[src/rtl/fetch_step_controller.sv]
// Run/halt/single-step sequencer for the single-cycle fetch datapath.
// Owns the PC freeze, gates architectural commit and counts retired instructions.
module fetch_step_controller #(
    parameter int unsigned MEM_LATENCY  = 1,
    parameter logic [31:0] HALT_OPCODE  = 32'hFFFF_FFFF,
    parameter bit          RUN_ON_RESET = 1'b0
) (
    input  logic        clk,
    input  logic        reset,
    input  logic        runReq,
    input  logic        haltReq,
    input  logic        stepReq,
    input  logic        bpEnable,
    input  logic [31:0] bpAddress,
    input  logic [31:0] pc,
    input  logic [31:0] instruction,
    output logic        freeze,
    output logic        commit,
    output logic        halted,
    output logic [1:0]  state,
    output logic [1:0]  haltCause,
    output logic [31:0] instrCount
);

    typedef enum logic [1:0] {
        S_HALTED = 2'd0,
        S_FETCH  = 2'd1,
        S_COMMIT = 2'd2
    } state_t;

    localparam logic [3:0] CNT_LOAD    = 4'(MEM_LATENCY - 1);
    localparam state_t     RESET_STATE = RUN_ON_RESET ? S_FETCH : S_HALTED;
    // Leaving reset straight into FETCH must still wait the full memory latency.
    localparam logic [3:0] RESET_CNT   = RUN_ON_RESET ? CNT_LOAD : 4'd0;

    state_t      state_q, state_d;
    logic [3:0]  cnt_q, cnt_d;
    logic        stepMode_q, stepMode_d;
    logic        skipBp_q, skipBp_d;
    logic [1:0]  cause_q, cause_d;
    logic [31:0] count_q, count_d;

    logic isHaltOp;
    logic commitEn;
    logic firstFetch;
    logic bpHit;

    always_comb begin
        isHaltOp   = (instruction == HALT_OPCODE);
        commitEn   = (state_q == S_COMMIT) && !isHaltOp && !reset;
        firstFetch = (cnt_q == CNT_LOAD);
        bpHit      = bpEnable && (pc == bpAddress) && !skipBp_q;

        state_d    = state_q;
        cnt_d      = cnt_q;
        stepMode_d = stepMode_q;
        skipBp_d   = skipBp_q;
        cause_d    = cause_q;
        count_d    = count_q;

        case (state_q)
            S_HALTED: begin
                if (runReq || stepReq) begin
                    state_d    = S_FETCH;
                    cnt_d      = CNT_LOAD;
                    stepMode_d = !runReq;
                    skipBp_d   = 1'b1;
                    cause_d    = 2'd0;
                end
            end
            S_FETCH: begin
                if (firstFetch) begin
                    skipBp_d = 1'b0;
                end
                if (haltReq) begin
                    state_d = S_HALTED;
                    cause_d = 2'd1;
                end else if (firstFetch && bpHit) begin
                    state_d = S_HALTED;
                    cause_d = 2'd2;
                end else if (cnt_q == 4'd0) begin
                    state_d = S_COMMIT;
                end else begin
                    cnt_d = cnt_q - 4'd1;
                end
            end
            S_COMMIT: begin
                if (isHaltOp) begin
                    state_d = S_HALTED;
                    cause_d = 2'd3;
                end else begin
                    // A halt request arriving now lets this instruction retire first.
                    count_d = count_q + 32'd1;
                    if (stepMode_q || haltReq) begin
                        state_d = S_HALTED;
                        cause_d = 2'd1;
                    end else begin
                        state_d = S_FETCH;
                        cnt_d   = CNT_LOAD;
                    end
                end
            end
            default: begin
                state_d = S_HALTED;
            end
        endcase
    end

    always_ff @(posedge clk) begin
        if (reset) begin
            state_q    <= RESET_STATE;
            cnt_q      <= RESET_CNT;
            stepMode_q <= 1'b0;
            skipBp_q   <= 1'b0;
            cause_q    <= 2'd0;
            count_q    <= 32'd0;
        end else begin
            state_q    <= state_d;
            cnt_q      <= cnt_d;
            stepMode_q <= stepMode_d;
            skipBp_q   <= skipBp_d;
            cause_q    <= cause_d;
            count_q    <= count_d;
        end
    end

    assign freeze     = !commitEn;
    assign commit     = commitEn;
    assign halted     = (state_q == S_HALTED);
    assign state      = state_q;
    assign haltCause  = cause_q;
    assign instrCount = count_q;

endmodule
[config.mk]
export PLATFORM = sky130hd
export DESIGN_NAME = fetch_step_controller
export DESIGN_NICKNAME = d
export VERILOG_FILES = /design/src/rtl/fetch_step_controller.sv
export SDC_FILE = /design/constraint.sdc
export NUM_CORES = 1
export LEC_CHECK = 0
export BUFFER_PORTS_ARGS = -buffer_cell sky130_fd_sc_hd__buf_4
export CORE_ASPECT_RATIO = 1.75
export CORE_MARGIN = 2
export CORE_UTILIZATION = 45
export CTS_CLUSTER_SIZE = 40
export DETAILED_ROUTE_END_ITERATION = 16
export PLACE_DENSITY = 0.81
export SYNTH_ARGS = -nofsm -noshare
export SYNTH_HDL_FRONTEND = slang
export SYNTH_SLANG_ARGS = --single-unit
[constraint.sdc]
create_clock -name clk -period 2.87 [get_ports clk]
set_clock_uncertainty 0.2 [all_clocks]
set_input_delay 0.287 -clock clk [delete_from_list [all_inputs] [get_ports clk]]
set_output_delay 0.287 -clock clk [all_outputs]
set_load 0.02 [all_outputs]
==> reports/results.tsv <==
metric	value	unit
place_worst_setup_slack	0.4579	ns
cts_max_path_buffers	2	
grt_pass1_wl	10490	um
totalPowerFinal	1.223	mW
synth_edf_count	0	
drv_slew	0	
cts_buffers	5	
drt_pass1_iterations	4	
dpl.hpwl	5957	um
post_dp_cell_area	0.003641	mm2
grt_max_degree	49	
synth_top_area_cell	dfxtp_1	
postRouteAntennaNets	0	
grtUsageTotal	0.2276	
ys_types	37	
antenna_found_initial	0	
p_per_area	328.0	mW/mm2
synth_top_area_share	0.3355	
async_reset_ff_frac	0	
synth.area.top_cells	dfxtp_1 (34%), xnor2_1 (12%), xor2_1 (9.4%), nand4_1 (6.7%), nor2_1 (6.3%)	
grt_overflow_total	0	
final_area	0.003727	mm2
crit_type	reg -> reg	
yosys_warnings	0	
core	0.005450	mm2
drt-total-wl	7247	um
setup_tns	0	ns
postCtsSetupRepairBufs	0	
outcome	complete, no violations	
synth_compound_area_frac	0.07888	
synth-xor-area-share	0.2167	
p_leak	1.604	nW
area_growth	48.73	%
grt_pass1_vias	2603	
nNetsFinal	542	
period_needed	2.415	ns
die_h	102.7	um
worstPathArrival	2.40	ns
hold_ws	0.1359	ns
start_util	0.4598	
worst_slew_pin_slew	0.5079	ns
min_path_type	in -> reg	
ios	141	
rsz0062_at_grt	no	
ys.flop_type	dfxtp_1	
synth-seq-cells	42	
wl_per_cell	14.24	um
synth_mux_area_frac	0.01298	
dp.cells	501	
io_buffers	140	
synth_fa_ha_area_frac	0.03495	
synth-simple-area-share	0.2971	
fmax	414.1	MHz
syn_nets	399	
instances_no_fill	509	
maxSlewHeadroom	0.6614	
ir_worst_vdd	0.1990	mV
critPathLaunchType	flip-flop	
syn_area	0.002506	mm2
clkTransAtPathRegs	0.07	ns
routabilityCongestion	0.8023	
yosysSeqAreaShare	0.3355	
cts_tree	done	
drive_above_1_share	0.3603	
synth_top_family_by_area	simple AND/OR/NAND/NOR gates	
final_util	0.6839	
drt_first_iter_violations	97	
syn-instance-count	290	
maxCapViolations	0	
cp-end-kind	flip-flop	
drcViolationCount	0	
hold_viol_final	0	
critPathMaxFanout	5	
clk_latency	0.30	ns
die-area	0.006205	mm2
cts_hold_buf	1	
num_rows	36	
required	2.85	ns
n_antenna_cell	0	
cts.sinks	42	
vias	2664	
cts_root_buf	clkbuf_8	
htreeDepth	2	
syn_area_per_cell	8.642	um2
die_w	60.41	um
period_share	0.8415	
routed_via_density	5.234	
setup_slack	0.4548	ns
setup_viol	0	
cts_resized	0	
-- critical path, stage by stage, from the launching register on --
cell and delay (ns):
dfxtp_1 0.31, inv_1 0.11, ha_1 0.17, nor3b_2 0.30, nand4_1 0.15, nor4_1 0.22
a31oi_1 0.15, or3_1 0.37, mux2_1 0.32
-- cells in the final DEF (no fill, tap or decap), types with 2 or more instances in the layout --
master / instances
and4_1: 3
nor4_1: 2
o32ai_1: 4
and2_1: 4
clkbuf_8: 5
nand2_1: 14
a211oi_1: 4
o21ai_0: 3
a21o_1: 2
nor2_1: 42
nor4_4: 2
and3_1: 9
a22oi_1: 2
clkbuf_1: 2
or3_1: 6
xnor2_1: 35
nand3_1: 14
dfxtp_1: 42
inv_1: 9
nor2b_1: 2
nand4_1: 27
a21oi_1: 6
xor2_1: 27
buf_4: 142
nand2b_1: 3
ha_1: 7
mux2_1: 2
-- cell usage after synthesis, drive strengths merged, types with 6 or more instances --
cell type	instances
dfxtp	42
nor2	42
xnor2	35
nand4	27
xor2	27
nand3	15
nand2	14
and3	9
inv	9
clkbuf	7
ha	7
a21oi	6
or3	6
-- metal layers --
layer / track usage / vias to the layer above / share of wire
met2: 0.4808 / 150 / 0.57
met5: 0 / - / 0
li1: - / 1306 / -
met1: 0.1812 / 1192 / 0.30
met3: 0.04768 / 16 / 0.095
met4: 0.1037 / 0 / 0.026
-- worst paths after layout --
check,start,end,slack [ns],depth (start not counted)
worst max-delay path,cnt_q[0],haltCause[1],0.45,8
worst min-delay path,stepReq,stepMode_q,0.14,3
worst min register to register,instrCount[31],instrCount[31],0.31,2
worst max register to register,cnt_q[0],haltCause[1],0.45,8
-- area by class of cell --
| cell class | instances | area, um2 |
|---|---|---|
| clock buffer | 7 | 76.32 |
| fill | 481 | 1723 |
| inverter | 9 | 33.78 |
| multi-input combinational | 232 | 1605 |
| sequential | 42 | 840.8 |
| tap | 76 | 95.09 |
| timing repair buffer | 143 | 1076 |
-- where the power goes --
part | leakage [nW] | switching, mW | internal (mW) | total [mW]
clock | 0.0383 | 0.190 | 0.167 | 0.358
sequential | 0.339 | 0.00895 | 0.590 | 0.599
combinational | 1.23 | 0.109 | 0.156 | 0.265
total | 1.60 | 0.309 | 0.914 | 1.22
-- registers in the layout, indices dropped and copies added, names as in the netlist --
register / count
instrCount: 32
cnt_q: 4
haltCause: 2
state: 2
skipBp_q: 1
stepMode_q: 1
-- cell families (layout without fill, tap and decap cells) --
logic type,count (synthesis),count (layout)
fa+ha+maj,7,7
xor+xnor,62,62
buf+inv,16,159
mux,3,3
flops,42,42
compound gates,25,25
simple gates,135,135
Note: power is estimated with default switching activity, not from simulation.
